### src/rtl/axi_line_pkg.sv
// Shared constants for the dcache line-refill / write-back AXI responder.
// FSM state codes stay plain localparams so older tooling can read them.
package axi_line_pkg;

  localparam int LINE_BEATS = 8;

  localparam logic [1:0] AXI_BURST_INCR = 2'b01;
  localparam logic [1:0] AXI_RESP_OKAY  = 2'b00;
  localparam logic [2:0] AXI_SIZE_8B    = 3'd3;

  localparam logic [3:0] ST_IDLE   = 4'd0;
  localparam logic [3:0] ST_WFILL  = 4'd1;
  localparam logic [3:0] ST_AW     = 4'd2;
  localparam logic [3:0] ST_W      = 4'd3;
  localparam logic [3:0] ST_B      = 4'd4;
  localparam logic [3:0] ST_AR     = 4'd5;
  localparam logic [3:0] ST_R      = 4'd6;
  localparam logic [3:0] ST_STREAM = 4'd7;
  localparam logic [3:0] ST_DONE   = 4'd8;

endpackage

### src/rtl/line_buf.sv
// One-line staging buffer shared by the refill and write-back paths:
// one synchronous write port and one combinational read port.
module line_buf #(
  parameter int DATA_W = 64,
  parameter int BEATS  = 8,
  parameter int IDX_W  = $clog2(BEATS)
) (
  input  logic              clk,
  input  logic              wen,
  input  logic [IDX_W-1:0]  widx,
  input  logic [DATA_W-1:0] wdata,
  input  logic [IDX_W-1:0]  ridx,
  output logic [DATA_W-1:0] rdata
);

  logic [DATA_W-1:0] mem_q [BEATS];

  // NOTE: storage has no reset; every beat is written before it is read.
  always_ff @(posedge clk) begin
    if (wen) mem_q[widx] <= wdata;
  end

  assign rdata = mem_q[ridx];

endmodule

### src/rtl/axi_line_ctl.sv
// Converts one 64-byte cache line request into a single 8-beat AXI4 INCR
// burst, buffering write-back data beforehand and streaming refills after.
module axi_line_ctl
  import axi_line_pkg::*;
#(
  parameter int ADDR_W = 64,
  parameter int DATA_W = 64,
  parameter int BEATS  = LINE_BEATS
) (
  input  logic                clk,
  input  logic                rst,
  input  logic                line_req,
  input  logic                line_rw,
  input  logic [ADDR_W-1:0]   line_addr,
  input  logic                wbuf_wen,
  input  logic [DATA_W-1:0]   wbuf_data,
  output logic                ready_o,
  output logic                done_o,
  output logic                err_o,
  output logic                rdata_valid_o,
  output logic [DATA_W-1:0]   rdata_o,
  output logic [2:0]          rbeat_o,
  output logic                arvalid,
  input  logic                arready,
  output logic [ADDR_W-1:0]   araddr,
  output logic [7:0]          arlen,
  output logic [2:0]          arsize,
  output logic [1:0]          arburst,
  input  logic                rvalid,
  output logic                rready,
  input  logic [DATA_W-1:0]   rdata,
  input  logic [1:0]          rresp,
  input  logic                rlast,
  output logic                awvalid,
  input  logic                awready,
  output logic [ADDR_W-1:0]   awaddr,
  output logic [7:0]          awlen,
  output logic [2:0]          awsize,
  output logic [1:0]          awburst,
  output logic                wvalid,
  input  logic                wready,
  output logic [DATA_W-1:0]   wdata,
  output logic [DATA_W/8-1:0] wstrb,
  output logic                wlast,
  input  logic                bvalid,
  output logic                bready,
  input  logic [1:0]          bresp
);

  localparam int BEAT_W = $clog2(BEATS);
  localparam logic [BEAT_W-1:0] LAST_BEAT = BEAT_W'(BEATS - 1);
  localparam logic [BEAT_W:0]   FULL_CNT  = (BEAT_W + 1)'(BEATS);
  localparam logic [ADDR_W-1:0] LINE_MASK = ~ADDR_W'(63);

  logic [3:0]        state_q, state_d;
  logic [ADDR_W-1:0] addr_q, addr_d;
  logic [BEAT_W:0]   wbuf_cnt_q, wbuf_cnt_d;
  logic [BEAT_W-1:0] beat_q, beat_d;
  logic              err_q, err_d;
  logic              out_en_q, out_en_d;

  logic              push_ok;
  logic              wbuf_full;
  logic              buf_wen;
  logic [BEAT_W-1:0] buf_widx;
  logic [DATA_W-1:0] buf_wdata;
  logic [DATA_W-1:0] buf_rdata;

  assign wbuf_full = (wbuf_cnt_q == FULL_CNT);

  // NOTE: every always_comb output gets a default first so no latch is inferred.
  always_comb begin
    state_d    = state_q;
    addr_d     = addr_q;
    wbuf_cnt_d = wbuf_cnt_q;
    beat_d     = beat_q;
    err_d      = err_q;
    out_en_d   = 1'b1;

    push_ok = wbuf_wen && !wbuf_full && (state_q == ST_IDLE || state_q == ST_WFILL);
    if (push_ok) wbuf_cnt_d = wbuf_cnt_q + 1'b1;

    case (state_q)
      ST_IDLE: begin
        if (line_req && out_en_q) begin
          addr_d = line_addr & LINE_MASK;
          if (!line_rw)       state_d = ST_AR;
          else if (wbuf_full) state_d = ST_AW;
          else                state_d = ST_WFILL;
        end
      end
      ST_WFILL: if (wbuf_full) state_d = ST_AW;
      ST_AW:    if (awready)   state_d = ST_W;
      ST_W: begin
        if (wready) begin
          beat_d = beat_q + 1'b1;
          if (beat_q == LAST_BEAT) state_d = ST_B;
        end
      end
      ST_B: begin
        if (bvalid) begin
          if (bresp != AXI_RESP_OKAY) err_d = 1'b1;
          state_d = ST_DONE;
        end
      end
      ST_AR: if (arready) state_d = ST_R;
      ST_R: begin
        if (rvalid) begin
          beat_d = beat_q + 1'b1;
          // A misplaced rlast is flagged but never ends the burst early.
          if (rresp != AXI_RESP_OKAY || rlast != (beat_q == LAST_BEAT)) err_d = 1'b1;
          if (beat_q == LAST_BEAT) state_d = ST_STREAM;
        end
      end
      ST_STREAM: begin
        beat_d = beat_q + 1'b1;
        if (beat_q == LAST_BEAT) state_d = ST_DONE;
      end
      ST_DONE: begin
        if (!line_req) begin
          state_d    = ST_IDLE;
          wbuf_cnt_d = '0;
          beat_d     = '0;
          err_d      = 1'b0;
        end
      end
      default: state_d = ST_IDLE;
    endcase
  end

  // NOTE: state flops use non-blocking assignments so all update together.
  always_ff @(posedge clk) begin
    if (rst) begin
      state_q    <= ST_IDLE;
      addr_q     <= '0;
      wbuf_cnt_q <= '0;
      beat_q     <= '0;
      err_q      <= 1'b0;
      out_en_q   <= 1'b0;
    end else begin
      state_q    <= state_d;
      addr_q     <= addr_d;
      wbuf_cnt_q <= wbuf_cnt_d;
      beat_q     <= beat_d;
      err_q      <= err_d;
      out_en_q   <= out_en_d;
    end
  end

  assign buf_wen   = push_ok || (state_q == ST_R && rvalid);
  assign buf_widx  = (state_q == ST_R) ? beat_q : wbuf_cnt_q[BEAT_W-1:0];
  assign buf_wdata = (state_q == ST_R) ? rdata : wbuf_data;

  line_buf #(.DATA_W(DATA_W), .BEATS(BEATS), .IDX_W(BEAT_W)) u_line_buf (
    .clk   (clk),
    .wen   (buf_wen),
    .widx  (buf_widx),
    .wdata (buf_wdata),
    .ridx  (beat_q),
    .rdata (buf_rdata)
  );

  // ready_o stays low through reset and rises the cycle after rst drops.
  assign ready_o       = (state_q == ST_IDLE) && out_en_q;
  assign done_o        = (state_q == ST_DONE);
  assign err_o         = done_o && err_q;
  assign rdata_valid_o = (state_q == ST_STREAM);
  assign rdata_o       = rdata_valid_o ? buf_rdata : '0;
  assign rbeat_o       = rdata_valid_o ? 3'(beat_q) : 3'd0;

  assign arvalid = (state_q == ST_AR);
  assign araddr  = arvalid ? addr_q : '0;
  assign arlen   = arvalid ? 8'(BEATS - 1) : 8'd0;
  assign arsize  = arvalid ? AXI_SIZE_8B : 3'd0;
  assign arburst = arvalid ? AXI_BURST_INCR : 2'd0;
  assign rready  = (state_q == ST_R);

  assign awvalid = (state_q == ST_AW);
  assign awaddr  = awvalid ? addr_q : '0;
  assign awlen   = awvalid ? 8'(BEATS - 1) : 8'd0;
  assign awsize  = awvalid ? AXI_SIZE_8B : 3'd0;
  assign awburst = awvalid ? AXI_BURST_INCR : 2'd0;

  assign wvalid = (state_q == ST_W);
  assign wdata  = wvalid ? buf_rdata : '0;
  assign wstrb  = wvalid ? '1 : '0;
  assign wlast  = wvalid && (beat_q == LAST_BEAT);
  assign bready = (state_q == ST_B);

endmodule
### config.mk
export PLATFORM = sky130hd
export DESIGN_NAME = axi_line_ctl
export DESIGN_NICKNAME = d
export VERILOG_FILES = /design/src/rtl/axi_line_pkg.sv /design/src/rtl/line_buf.sv /design/src/rtl/axi_line_ctl.sv
export SDC_FILE = /design/constraint.sdc
export NUM_CORES = 1
export LEC_CHECK = 0
export CAP_MARGIN = 20
export CORE_UTILIZATION = 50
export CTS_CLUSTER_SIZE = 24
export DETAILED_ROUTE_END_ITERATION = 16
export PLACE_DENSITY_LB_ADDON = 0.05
export SYNTH_ARGS = -nofsm -noshare
export SYNTH_HDL_FRONTEND = slang
export SYNTH_SLANG_ARGS = --single-unit
### constraint.sdc
create_clock -name clk -period 7.6 [get_ports clk]
set_input_delay 2.28 -clock clk [delete_from_list [all_inputs] [get_ports clk]]
set_output_delay 2.28 -clock clk [all_outputs]
set_load 0.02 [all_outputs]
* After elaboration in Yosys (flattened, before gate mapping) *
Memory sizes are Yosys's and may differ from the RTL's. A register that Yosys moved wholly into a read port is not among the register bits.
Cells that the tools add are included.

operators by class
  add/subtract/negate cells = 2
  eq/ne operators = 24
  mux-type cells = 46
  reductions and logical operators = 20

operators by type and width
  cell                                                 number
  2-to-1 mux 64 bit                                    5
  2-to-1 mux 4 bit                                     14
  one-hot mux 4 bit (9 select lines)                   1
  2-to-1 mux 3 bit                                     10
  != test 2 x 1 -> 1 bit, second input constant        9
  equality test 4 x 3 -> 1 bit, second input constant  4
  one-hot mux 3 bit (4 select lines)                   1
  AND reduction 11 bit                                 1
  2-to-1 mux 1 bit                                     10
  equality test 4 x 2 -> 1 bit, second input constant  2
  equality test 4 bit, second input constant           2
  2-to-1 mux 8 bit                                     1
  != test 2 bit, second input constant                 4
  logical AND 1 bit                                    7
  2-to-1 mux 2 bit                                     3
  AND reduction 6 bit                                  1
  adder 4 x 1 -> 4 bit, second input constant          1
  equality test 4 x 1 -> 1 bit, second input constant  1
  logical NOT 4 bit                                    1
  AND reduction 4 bit                                  1
  nonzero test 2 bit                                   2
  nonzero test 4 bit                                   1
  adder 3 x 1 -> 3 bit, second input constant          1
  equality test 3 bit, second input constant           1
  6 further kinds                                      8

word-level totals
  register bits = 71
  bits in writable memories = 512
  bits of input ports = 207
  memories = 1

memories
  memory            words  bits a word  read ports  clocked after Yosys merged registers in  write ports  RTL line        text
  u_line_buf.mem_q  8      64           1           1                                        1            line_buf.sv:16  logic [DATA_W-1:0] mem_q [BEATS];

* Longest topological paths before layout *
Gate-level depths: netlist of run 1.

  word-level depth = 7
  mapped depth = 7
  mapped depth without buffers = 6

* Modules after synthesis *
From an unflattened synthesis of run 1, not the netlist that was laid out.

second synthesis, totals
  cells, all modules = 1524
  area total of the unflattened synthesis = 25059.0 um^2

by module, submodules not included
  module        times used  cells an instance  area an instance (um^2)  sequential area each (um^2)
  line_buf      1           752                19266.0                  15374.7
  axi_line_ctl  1           772                5793.1                   1421.4

* Least setup slack after synthesis of run 1 *
No wires, ideal clock.

  path type = in2reg
  start = input port wbuf_wen
  end = memory u_line_buf.mem_q[2][0], enable pin
  library setup time = 0.486 ns
  arrival time = 5.612 ns
  data required time = 7.114 ns
  setup slack = 1.502 ns
  stages on the path = 4
  cell sequence = nor4b_4 > nand2_1 > o22a_1 > nor2_1

between the ends
  cells in the longest elaborated chain, start to end = 5

ends and longest elaborated chain
  item                                    RTL line             text
  from (decl)                             axi_line_ctl.sv:15   input logic wbuf_wen,
  logical AND 1 bit (2 in a row)          axi_line_ctl.sv:80   push_ok = wbuf_wen && !wbuf_full && (state_q == ST_IDLE || state_q == ST_WFILL);
  logical OR 1 bit                        axi_line_ctl.sv:150  assign buf_wen = push_ok || (state_q == ST_R && rvalid);
  2-to-1 mux 1 bit                        line_buf.sv:20       if (wen) mem_q[widx] <= wdata;
  2-to-1 mux 1 bit (not written as such)  line_buf.sv:20
  to (decl)                               line_buf.sv:16

Every way passes these cells.

* Worst setup path in the final report of run 1 *
  start = register state_q[1]
  end = output port rbeat_o[0]

between the ends
  cells in the longest elaborated chain, start to end = 2

ends and longest elaborated chain
  item                          RTL line             text
  from (decl)                   axi_line_ctl.sv:55   logic [3:0] state_q, state_d;
  from (signal assigned)        axi_line_ctl.sv:141  state_q <= state_d;
  equality test 4 x 3 -> 1 bit  axi_line_ctl.sv:167  assign rdata_valid_o = (state_q == ST_STREAM);
  2-to-1 mux 3 bit              axi_line_ctl.sv:169  assign rbeat_o = rdata_valid_o ? 3'(beat_q) : 3'd0;
  to (decl)                     axi_line_ctl.sv:22   output logic [2:0] rbeat_o,

Every way passes these cells.

==> impl_metrics.env, run 1 <==
export IMPL_synthMuxAreaShare=0.173
export IMPL_cellLeakagePower_nw=10.2
export IMPL_timing_rr_end="u_line_buf.mem_q[4][57]"
export IMPL_finalCriticalPeriod_ns=6.12
export IMPL_routedWlPerCell_microns=21.9
export IMPL_htreeDepth=2
export IMPL_finalPower_mw=8.29
export IMPL_layout_nets=2179
export IMPL_synth_top_family_by_area="multiplexers"
export IMPL_holdPathStages=2
export IMPL_cts_sinks=586
export IMPL_async_flop_share=0
export IMPL_synth_compound_area_frac=0.0208
export IMPL_cpPeakStageDelay_ns=0.81
export IMPL_synth_top_area_frac=0.622
export IMPL_place_congestion=0.848
export IMPL_path_cells="nor2b_1 -> nand3_4 -> nor2_1 -> clkdlybuf4s50_1"
export IMPL_status="complete, no violations"
export IMPL_r2r_start="state_q[0]"
export IMPL_maxCapViolCount=0
export IMPL_clock_latency_ns=0.61
export IMPL_critPathKind="reg2out"
export IMPL_cts_tree="built"
export IMPL_period_share=0.805
export IMPL_slew_headroom=0.285
export IMPL_cp_slowest_cell="dfxtp_1"
export IMPL_drt_total_wl_mm=58.9
export IMPL_dieHeight_microns=224
export IMPL_finalSetupViolCount=0
export IMPL_ys_seq_area_frac=0.682
export IMPL_drive_above_1_share=0.166
export IMPL_clk_pin_slew_ns=0.06
export IMPL_worstSetupStartpointType="flop"
export IMPL_areaGrowthSynthToFinish_pct=29.2
export IMPL_cp_max_fo=68
export IMPL_worstPathRequired_ns=5.32
export IMPL_placementRows=81
export IMPL_synth_cells=1525
export IMPL_min_to="addr_q[58]"
export IMPL_cts_setup_buffers=0
export IMPL_dp_hpwl_mm=36.2
export IMPL_tns_ns=0
export IMPL_portBuffers=477
export IMPL_die_area_sq_um=50300
export IMPL_drtIter0Drc=795
export IMPL_synth_area_leaders="edfxtp_1 (62%), mux4_2 (12%), dfxtp_1 (6.0%)"
export IMPL_ys_types=56
export IMPL_synth_xor_area_frac=0.00177
export IMPL_drcViolationCount=0
export IMPL_finish_utilization=0.653
export IMPL_syn_mean_instance_area_sq_um=16.2
export IMPL_syn_area_sq_um=24700
export IMPL_hold_path_class="reg2reg"
export IMPL_slew_viol_final=0
export IMPL_start_util=0.506
export IMPL_ff2ff_path_depth=6
export IMPL_power_density_nw_per_um2=260
export IMPL_peakVddDrop_v=0.000222
export IMPL_synthSimpleGateAreaFrac=0.0828
export IMPL_min_delay_start="addr_q[58]"
export IMPL_holdBufCountCts=0
export IMPL_track_usage=0.233
export IMPL_finalHoldViolCount=0
export IMPL_yosys_register_bits=586
export IMPL_dieWidth_microns=224
export IMPL_grt_max_degree=69
export IMPL_cts_buffers=58
export IMPL_drtPass1Iterations=5
export IMPL_synth_adder_area_share=0.00203
export IMPL_ys_top_cells_by_count="edfxtp_1 (512), nor2_1 (148), mux4_2 (128), nand2_1 (123), and2_1 (118)"
export IMPL_synthFlopType="edfxtp_1"
export IMPL_grt_pass1_wl_mm=86.8
export IMPL_rsz0062_at_grt="false"
export IMPL_tightest_slew_ns=1.07
export IMPL_via_per_inst=5.34
export IMPL_critPathArrivalTime_ns=3.84
export IMPL_fin_skew_ns=0.0158
export IMPL_via_count=14300
export IMPL_synth_edf_count=512
export IMPL_critPathCaptureType="output pin"
export IMPL_grt_pass1_vias=14100
export IMPL_cts_resized=0
export IMPL_ff2ff_setup_slack_ns=3.86
export IMPL_synth_most_common_cell="edfxtp_1"
export IMPL_postRouteAntennaNets=0
export IMPL_yosys_warnings=0
export IMPL_synth_area_leader_cell="edfxtp_1"
export IMPL_fmaxAchievable_mhz=163
export IMPL_ios=510
export IMPL_design_core_area_sq_um=48800
export IMPL_cts_root_buf="clkbuf_16"
export IMPL_antenna_found_initial=4
export IMPL_grt_ovfl_total=0
export IMPL_clock_path_buffers=3
[sequential cells by signal (all words and copies together), names as in the netlist, named ones only]
register	cells
beat_q	3
out_en_q	1
wbuf_cnt_q	4
err_q	1
u_line_buf.mem_q	512
addr_q	58
state_q	4
[worst max path at each step]
stage,cells past startpoint,startpoint,slack (ns),end
CTS,4,state_q[1],1.47,rbeat_o[0]
global placement,5,flop,2.21,rdata_o[1]
finish,4,state_q[1],1.48,rbeat_o[0]
global route,4,state_q[1],1.24,rbeat_o[1]
floorplan,4,wbuf_wen,1.50,u_line_buf.mem_q[2][0]
detailed placement,4,state_q[1],2.14,rbeat_o[0]
[power breakdown]
| group | total (mW) | leakage (nW) | switching (mW) | internal (mW) |
|---|---|---|---|---|
| sequential | 4.02 | 5.25 | 0.133 | 3.88 |
| combinational | 1.48 | 3.99 | 0.854 | 0.628 |
| clock | 2.80 | 0.932 | 1.18 | 1.61 |
| total | 8.29 | 10.2 | 2.17 | 6.12 |
[cell type report]
| cell class | count | area (sq um) |
|---|---|---|
| Clock inverter | 28 | 226 |
| Fill cell | 3589 | 16900 |
| Tap cell | 664 | 831 |
| Sequential cell | 586 | 16900 |
| Timing Repair Buffer | 502 | 5150 |
| Inverter | 12 | 45.0 |
| Clock buffer | 80 | 1650 |
| Multi-Input combinational cell | 808 | 7140 |
| Antenna cell | 4 | 10.0 |
[layer usage]
layer,share of wire,global-route usage,vias to the layer above
li1,-,-,6561
met1,0.41,0.305,7263
met2,0.51,0.396,431
met3,0.051,0.0375,88
met4,0.029,0.0860,0
met5,0,0,-
[per-stage QoR]
| stage | instances | instance area, sq um | hold slack [ns] | setup WS [ns] |
|---|---|---|---|---|
| 3_3_place_gp | 2566 | 29900 | 0.450 | 2.21 |
| 6_report | 2684 | 31900 | 0.461 | 1.48 |
| 3_5_place_dp | 2568 | 30000 | 0.454 | 2.14 |
| 5_1_grt | 2684 | 31900 | 0.477 | 1.24 |
| 4_1_cts | 2676 | 31800 | 0.462 | 1.47 |
| 2_1_floorplan | 1550 | 24800 | 0.437 | 1.50 |
[worst max-delay path: cells and delay by family, from the launching register on]
| family | cells | cell delay (ns) |
|---|---|---|
| buf+inv | 1 | 0.72 |
| flops | 1 | 0.81 |
| simple gates | 3 | 1.69 |
[placed cells by master (no fill, tap or decap), types with 4 or more instances in the layout]
master / instances
mux2i_1: 67
and2_1: 118
conb_1: 26
mux2_2: 64
clkbuf_1: 12
edfxtp_1: 512
clkinv_2: 13
nand2_1: 123
nor2_4: 9
mux4_2: 128
buf_12: 14
a21oi_1: 63
ha_1: 4
clkdlybuf4s50_1: 476
nand4_1: 4
dfxtp_1: 71
buf_4: 10
clkbuf_8: 9
clkinv_1: 9
o21ai_0: 5
a31oi_1: 4
clkbuf_16: 59
inv_1: 12
nor2_1: 140
diode_2: 4
[cells by family (layout without fill, tap and decap cells)]
family          count (synthesis)  in the layout
mux                           260            260
flops                         586            586
xor+xnor                        5              5
other cells                     1             30
buf+inv                       156            622
simple gates                  423            423
compound gates                 90             90
fa+ha+maj                       4              4
(Power assumes the default switching activity.)
==> inputs of run 2 (changes only) <==
clock period = 6 ns   (was 7.6 ns; I/O delays follow)
==> run 2 against run 1 <==
Die area stayed put. Worst hold slack better by 0.0018 ns. Sequential cell count is the same. Clock-buffer cell count shrank 8. Critical path type unchanged. Largest cell class unchanged.
==> impl_metrics.env, run 2 (synthesis results as in run 1) <==
export IMPL_critPathKind="reg2out"
export IMPL_start_util=0.506
export IMPL_cts_resized=0
export IMPL_num_fill_cells=3603
export IMPL_holdBufCountCts=0
export IMPL_dp_hpwl_mm=37.9
export IMPL_highest_layer="met4"
export IMPL_seqCellArea_sq_um=16900
export IMPL_cts_sinks=586
export IMPL_antenna_found_initial=2
export IMPL_peakVddDrop_v=0.000253
export IMPL_finalHoldViolCount=0
export IMPL_multiInputGateArea_sq_um=7140
export IMPL_worstSetupStartpointType="flop"
export IMPL_wl_met3_mm=3.37
export IMPL_regMostFlops="u_line_buf.mem_q"
export IMPL_drcViolationCount=0
export IMPL_via_count=14400
export IMPL_grt_pass1_wl_mm=87.7
export IMPL_seq_power_share=0.485
export IMPL_tns_ns=0
export IMPL_drive_above_1_share=0.169
export IMPL_grt_ovfl_total=0
export IMPL_htreeDepth=2
export IMPL_postRouteAntennaNets=0
export IMPL_track_usage=0.235
export IMPL_period_share=0.893
export IMPL_cts_root_buf="clkbuf_16"
export IMPL_final_common_cell="edfxtp_1"
export IMPL_grt_pass1_vias=14300
export IMPL_areaGrowthSynthToFinish_pct=29.1
export IMPL_tightest_slew_ns=0.929
export IMPL_most_common_layout_cells="edfxtp_1 (512), clkdlybuf4s50_1 (476), nor2_1 (140)"
export IMPL_critPathArrivalTime_ns=3.56
export IMPL_switching_share=0.262
export IMPL_cts_setup_buffers=0
export IMPL_combPwrFrac=0.178
export IMPL_rsz0062_at_grt="false"
export IMPL_grt_max_degree=67
export IMPL_layout_nets=2194
export IMPL_largestRegisters="u_line_buf.mem_q (512), addr_q (58)"
export IMPL_via_per_inst=5.35
export IMPL_hold_path_class="reg2reg"
export IMPL_cts_tree="built"
export IMPL_routedWlPerCell_microns=22.0
export IMPL_clk_pin_slew_ns=0.06
export IMPL_dr_wl_met2_mm=30.0
export IMPL_met1Wirelength_mm=24.4
export IMPL_ios=510
export IMPL_status="complete, no violations"
export IMPL_worstPathRequired_ns=4.20
export IMPL_drt_total_wl_mm=59.4
export IMPL_drtPass1Iterations=5
export IMPL_cp_max_fo=38
export IMPL_fin_skew_ns=0.0190
export IMPL_power_switching_mw=2.75
export IMPL_dieWidth_microns=224
export IMPL_power_density_nw_per_um2=329
export IMPL_clkPwrFrac=0.337
export IMPL_slew_viol_final=0
export IMPL_place_congestion=0.857
export IMPL_maxCapViolCount=0
export IMPL_finalSetupViolCount=0
export IMPL_clock_path_buffers=3
export IMPL_largest_reg_flops=512
export IMPL_cellLeakagePower_nw=10.2
export IMPL_cts_buffers=59
export IMPL_dieHeight_microns=224
export IMPL_die_area_sq_um=50300
export IMPL_critPathCaptureType="output pin"
export IMPL_fmaxAchievable_mhz=187
export IMPL_p_int_mw=7.73
export IMPL_slew_headroom=0.379
export IMPL_portBuffers=477
export IMPL_finalPower_mw=10.5
export IMPL_drtIter0Drc=839
export IMPL_finalCriticalPeriod_ns=5.36
export IMPL_placementRows=81
export IMPL_design_core_area_sq_um=48800
export IMPL_clock_latency_ns=0.61
==> run 2: power by group through the flow <==
stage          sequential [mW]  clock [mW]  combinational [mW]
2_1_floorplan             5.11           0                1.25
3_3_place_gp              5.14           0                1.85
3_5_place_dp              5.17           0                1.88
4_1_cts                   5.09        3.60                1.89
5_1_grt                   5.12        3.75                2.02
6_report                  5.08        3.53                1.86
==> run 2: through the flow <==
| stage | hold slack [ns] | std cells | setup slack (ns) | utilization | area, sq um |
|---|---|---|---|---|---|
| final | 0.463 | 2698 | 0.640 | 0.653 | 31900 |
| after global routing | 0.486 | 2698 | 0.465 | 0.653 | 31900 |
| after CTS | 0.464 | 2695 | 0.622 | 0.652 | 31800 |
| after detailed placement | 0.456 | 2584 | 1.26 | 0.614 | 30000 |
| after global placement | 0.449 | 2584 | 1.30 | 0.614 | 30000 |
| after floorplan | 0.437 | 1550 | 0.382 | - | 24800 |
==> run 2: per-layer routing <==
metal  global-route usage  up-vias
met4               0.0740        0
met3               0.0430       86
met1                0.305     7283
met5                    0        -
met2                0.403      461
li1                     -     6591
==> run 2: path summary, 6_finish.rpt <==
kind                    from                      end  slack (ns)  cells after the start
hold reg to reg    addr_q[9]                addr_q[9]        0.46                      2
setup reg to reg  state_q[2]  u_line_buf.mem_q[4][54]        2.50                      5
hold / removal     addr_q[9]                addr_q[9]        0.46                      2
setup / recovery  state_q[3]               rdata_o[6]        0.64                      5
==> run 2: worst max-delay path: stages (launching register included) <==
cell and delay, ns:
dfxtp_1 0.49, nor2b_1 0.50, nand3_4 0.54, buf_4 0.49
nor2_1 0.24, clkdlybuf4s50_1 0.68
==> run 2: cell type report <==
cell class / instances / area share
flip-flops and latches: 586 / 0.529
multi-input cells: 808 / 0.224
repair buffers: 516 / 0.161
clock buffers: 72 / 0.0482
well taps: 664 / 0.0261
clock inverters: 39 / 0.0102
inverters: 12 / 0.00141
diodes: 1 / 0.0000785
==> inputs of run 3 (changes only) <==
CELL_PAD_IN_SITES_DETAIL_PLACEMENT = 1   (was not set)
CELL_PAD_IN_SITES_GLOBAL_PLACEMENT = 1   (was not set)
CORE_UTILIZATION = 43   (was 50)
SKIP_CTS_REPAIR_TIMING = 1   (was not set)
==> run 3 against run 2 <==
Non-clock buffer count fell by 6. Sequential share of layout area fell by 0.17 points. Sequential power barely moved. Largest power group unchanged. Global-route usage fell by 1.7 points. Critical path depth rose by 1. Highest routed layer unchanged. Worst hold slack got worse by 0.0025 ns. Critical path type unchanged. Routed wire length rose by 7.6%. Die area rose by 16%. Clock-buffer cell count rose by 11. Setup slack got worse by 0.027 ns. Cell area rose by 0.32%.
==> impl_metrics.env, run 3 (synthesis results as in run 1) <==
export IMPL_hold_path_class="reg2reg"
export IMPL_clk_pin_slew_ns=0.06
export IMPL_fin_area_sq_um=32000
export IMPL_power_switching_mw=2.80
export IMPL_cts_sinks=586
export IMPL_cts_root_buf="clkbuf_16"
export IMPL_dieWidth_microns=242
export IMPL_crit_top_cell="buf_4"
export IMPL_cp_max_fo=37
export IMPL_finalHoldViolCount=0
export IMPL_via_per_inst=5.22
export IMPL_rsz0062_at_grt="false"
export IMPL_ff2ff_path_depth=6
export IMPL_finalPower_mw=10.4
export IMPL_design_core_area_sq_um=56600
export IMPL_place_congestion=0.772
export IMPL_fin_ws_ns=0.613
export IMPL_antenna_found_initial=1
export IMPL_combPwrFrac=0.183
export IMPL_worstSetupStartpointType="flop"
export IMPL_holdPathStages=2
export IMPL_cp_top_family="buffers and inverters"
export IMPL_status="complete, no violations"
export IMPL_grt_max_degree=66
export IMPL_clkPwrFrac=0.331
export IMPL_place_inst=2672
export IMPL_peakVddDrop_v=0.000251
export IMPL_seq_power_share=0.486
export IMPL_grt_pass1_vias=15300
export IMPL_critPathArrivalTime_ns=3.59
export IMPL_finalCriticalPeriod_ns=5.39
export IMPL_drt_total_wl_mm=63.9
export IMPL_period_share=0.898
export IMPL_dp_hpwl_mm=41.0
export IMPL_instances_no_fill=2782
export IMPL_r2r_start="state_q[2]"
export IMPL_htreeDepth=2
export IMPL_ff2ff_setup_slack_ns=2.33
export IMPL_dieHeight_microns=242
export IMPL_portBuffers=477
export IMPL_clock_latency_ns=0.63
export IMPL_finalSetupViolCount=0
export IMPL_drtPass1Iterations=4
export IMPL_final_common_cell="edfxtp_1"
export IMPL_maxCapViolCount=0
export IMPL_min_to="addr_q[16]"
export IMPL_cts_tree="built"
export IMPL_fmaxAchievable_mhz=186
export IMPL_power_density_nw_per_um2=327
export IMPL_critPathKind="reg2out"
export IMPL_largest_reg_flops=512
export IMPL_drtIter0Drc=736
export IMPL_largestRegisters="u_line_buf.mem_q (512), addr_q (58)"
export IMPL_cellLeakagePower_nw=10.1
export IMPL_cpPeakStageDelay_ns=0.66
export IMPL_clock_path_buffers=3
export IMPL_layout_nets=2190
export IMPL_p_int_mw=7.64
export IMPL_slew_viol_final=0
export IMPL_placed_area_sq_um=30200
export IMPL_grt_ovfl_total=0
export IMPL_fin_skew_ns=0.0158
export IMPL_tightest_slew_ns=0.851
export IMPL_min_delay_start="addr_q[16]"
export IMPL_placementRows=87
export IMPL_grt_pass1_wl_mm=96.4
export IMPL_cp_buffers_inverters=3
export IMPL_via_count=14500
export IMPL_critPathCaptureType="output pin"
export IMPL_drcViolationCount=0
export IMPL_areaGrowthSynthToFinish_pct=29.5
export IMPL_drive_above_1_share=0.161
export IMPL_num_fill_cells=5305
export IMPL_postRouteAntennaNets=0
export IMPL_timing_rr_end="u_line_buf.mem_q[2][20]"
export IMPL_worstPathRequired_ns=4.20
export IMPL_path_cells="buf_4 -> nor2b_1 -> nand3_4 -> buf_4 -> nor2_1 -> clkdlybuf4s50_1"
export IMPL_tns_ns=0
export IMPL_start_util=0.436
export IMPL_die_area_sq_um=58400
export IMPL_track_usage=0.218
export IMPL_routedWlPerCell_microns=23.0
export IMPL_switching_share=0.268
export IMPL_most_common_layout_cells="edfxtp_1 (512), clkdlybuf4s50_1 (476), nor2_1 (140)"
export IMPL_cts_buffers=61
export IMPL_cp_slowest_cell="clkdlybuf4s50_1"
export IMPL_ios=510
export IMPL_post_place_ws_ns=1.26
export IMPL_regMostFlops="u_line_buf.mem_q"
export IMPL_slew_headroom=0.431
-- run 3: cell count changes in the layout (fill, tap and decap cells not counted), sizes merged --
cell / change
buf: -6
clkinvlp: -2
clkbuf: +11
inv: -1
bufinv: -4
clkinv: -6
-- run 3: through the flow --
| stage | util | hold slack (ns) |
|---|---|---|
| 6_report | 0.565 | 0.460 |
| 5_1_grt | 0.565 | 0.488 |
| 4_1_cts | 0.565 | 0.464 |
| 3_5_place_dp | 0.533 | 0.456 |
| 3_3_place_gp | 0.533 | 0.448 |
| 2_1_floorplan | - | 0.437 |
-- run 3: cell type report --
type / count / area, sq um / area share
sequential: 586 / 16900 / 0.527
clock inverter: 26 / 166 / 0.00520
inverter: 12 / 45.0 / 0.00141
tap: 756 / 946 / 0.0296
antenna: 1 / 2.50 / 0.0000782
clock buffer: 83 / 1640 / 0.0513
multi-input combinational: 808 / 7140 / 0.223
timing repair buffer: 510 / 5180 / 0.162
-- run 3: power by group through the flow --
stage	clock [mW]	sequential, mW	combinational [mW]
detailed placement	0	5.16	1.96
CTS	3.54	5.08	1.96
floorplan	0	5.11	1.25
global route	3.69	5.12	2.06
global placement	0	5.13	1.91
finish	3.46	5.08	1.91
-- run 3: worst max-delay path by stage --
stage,startpoint,end,slack (ns),cells past startpoint
after floorplan,wbuf_wen,u_line_buf.mem_q[2][0],0.38,4
after global placement,state_q[1],rdata_o[7],1.36,6
after detailed placement,state_q[1],rbeat_o[1],1.26,6
after CTS,state_q[1],rbeat_o[1],0.57,6
after global routing,state_q[1],rbeat_o[1],0.40,6
final,state_q[1],rbeat_o[1],0.61,6
-- run 3: tightest hold or removal path: stages, from the launching register on --
cell,delay (ns)
dfxtp_1,0.31
nand2_1,0.05
a21oi_1,0.05
-- run 3: per-layer routing --
layer | part of all wire | vias to the layer above | track usage
li1 | - | 6579 | -
met1 | 0.42 | 7485 | 0.281
met2 | 0.51 | 386 | 0.377
met3 | 0.053 | 73 | 0.0398
met4 | 0.018 | 0 | 0.0566
met5 | 0 | - | 0
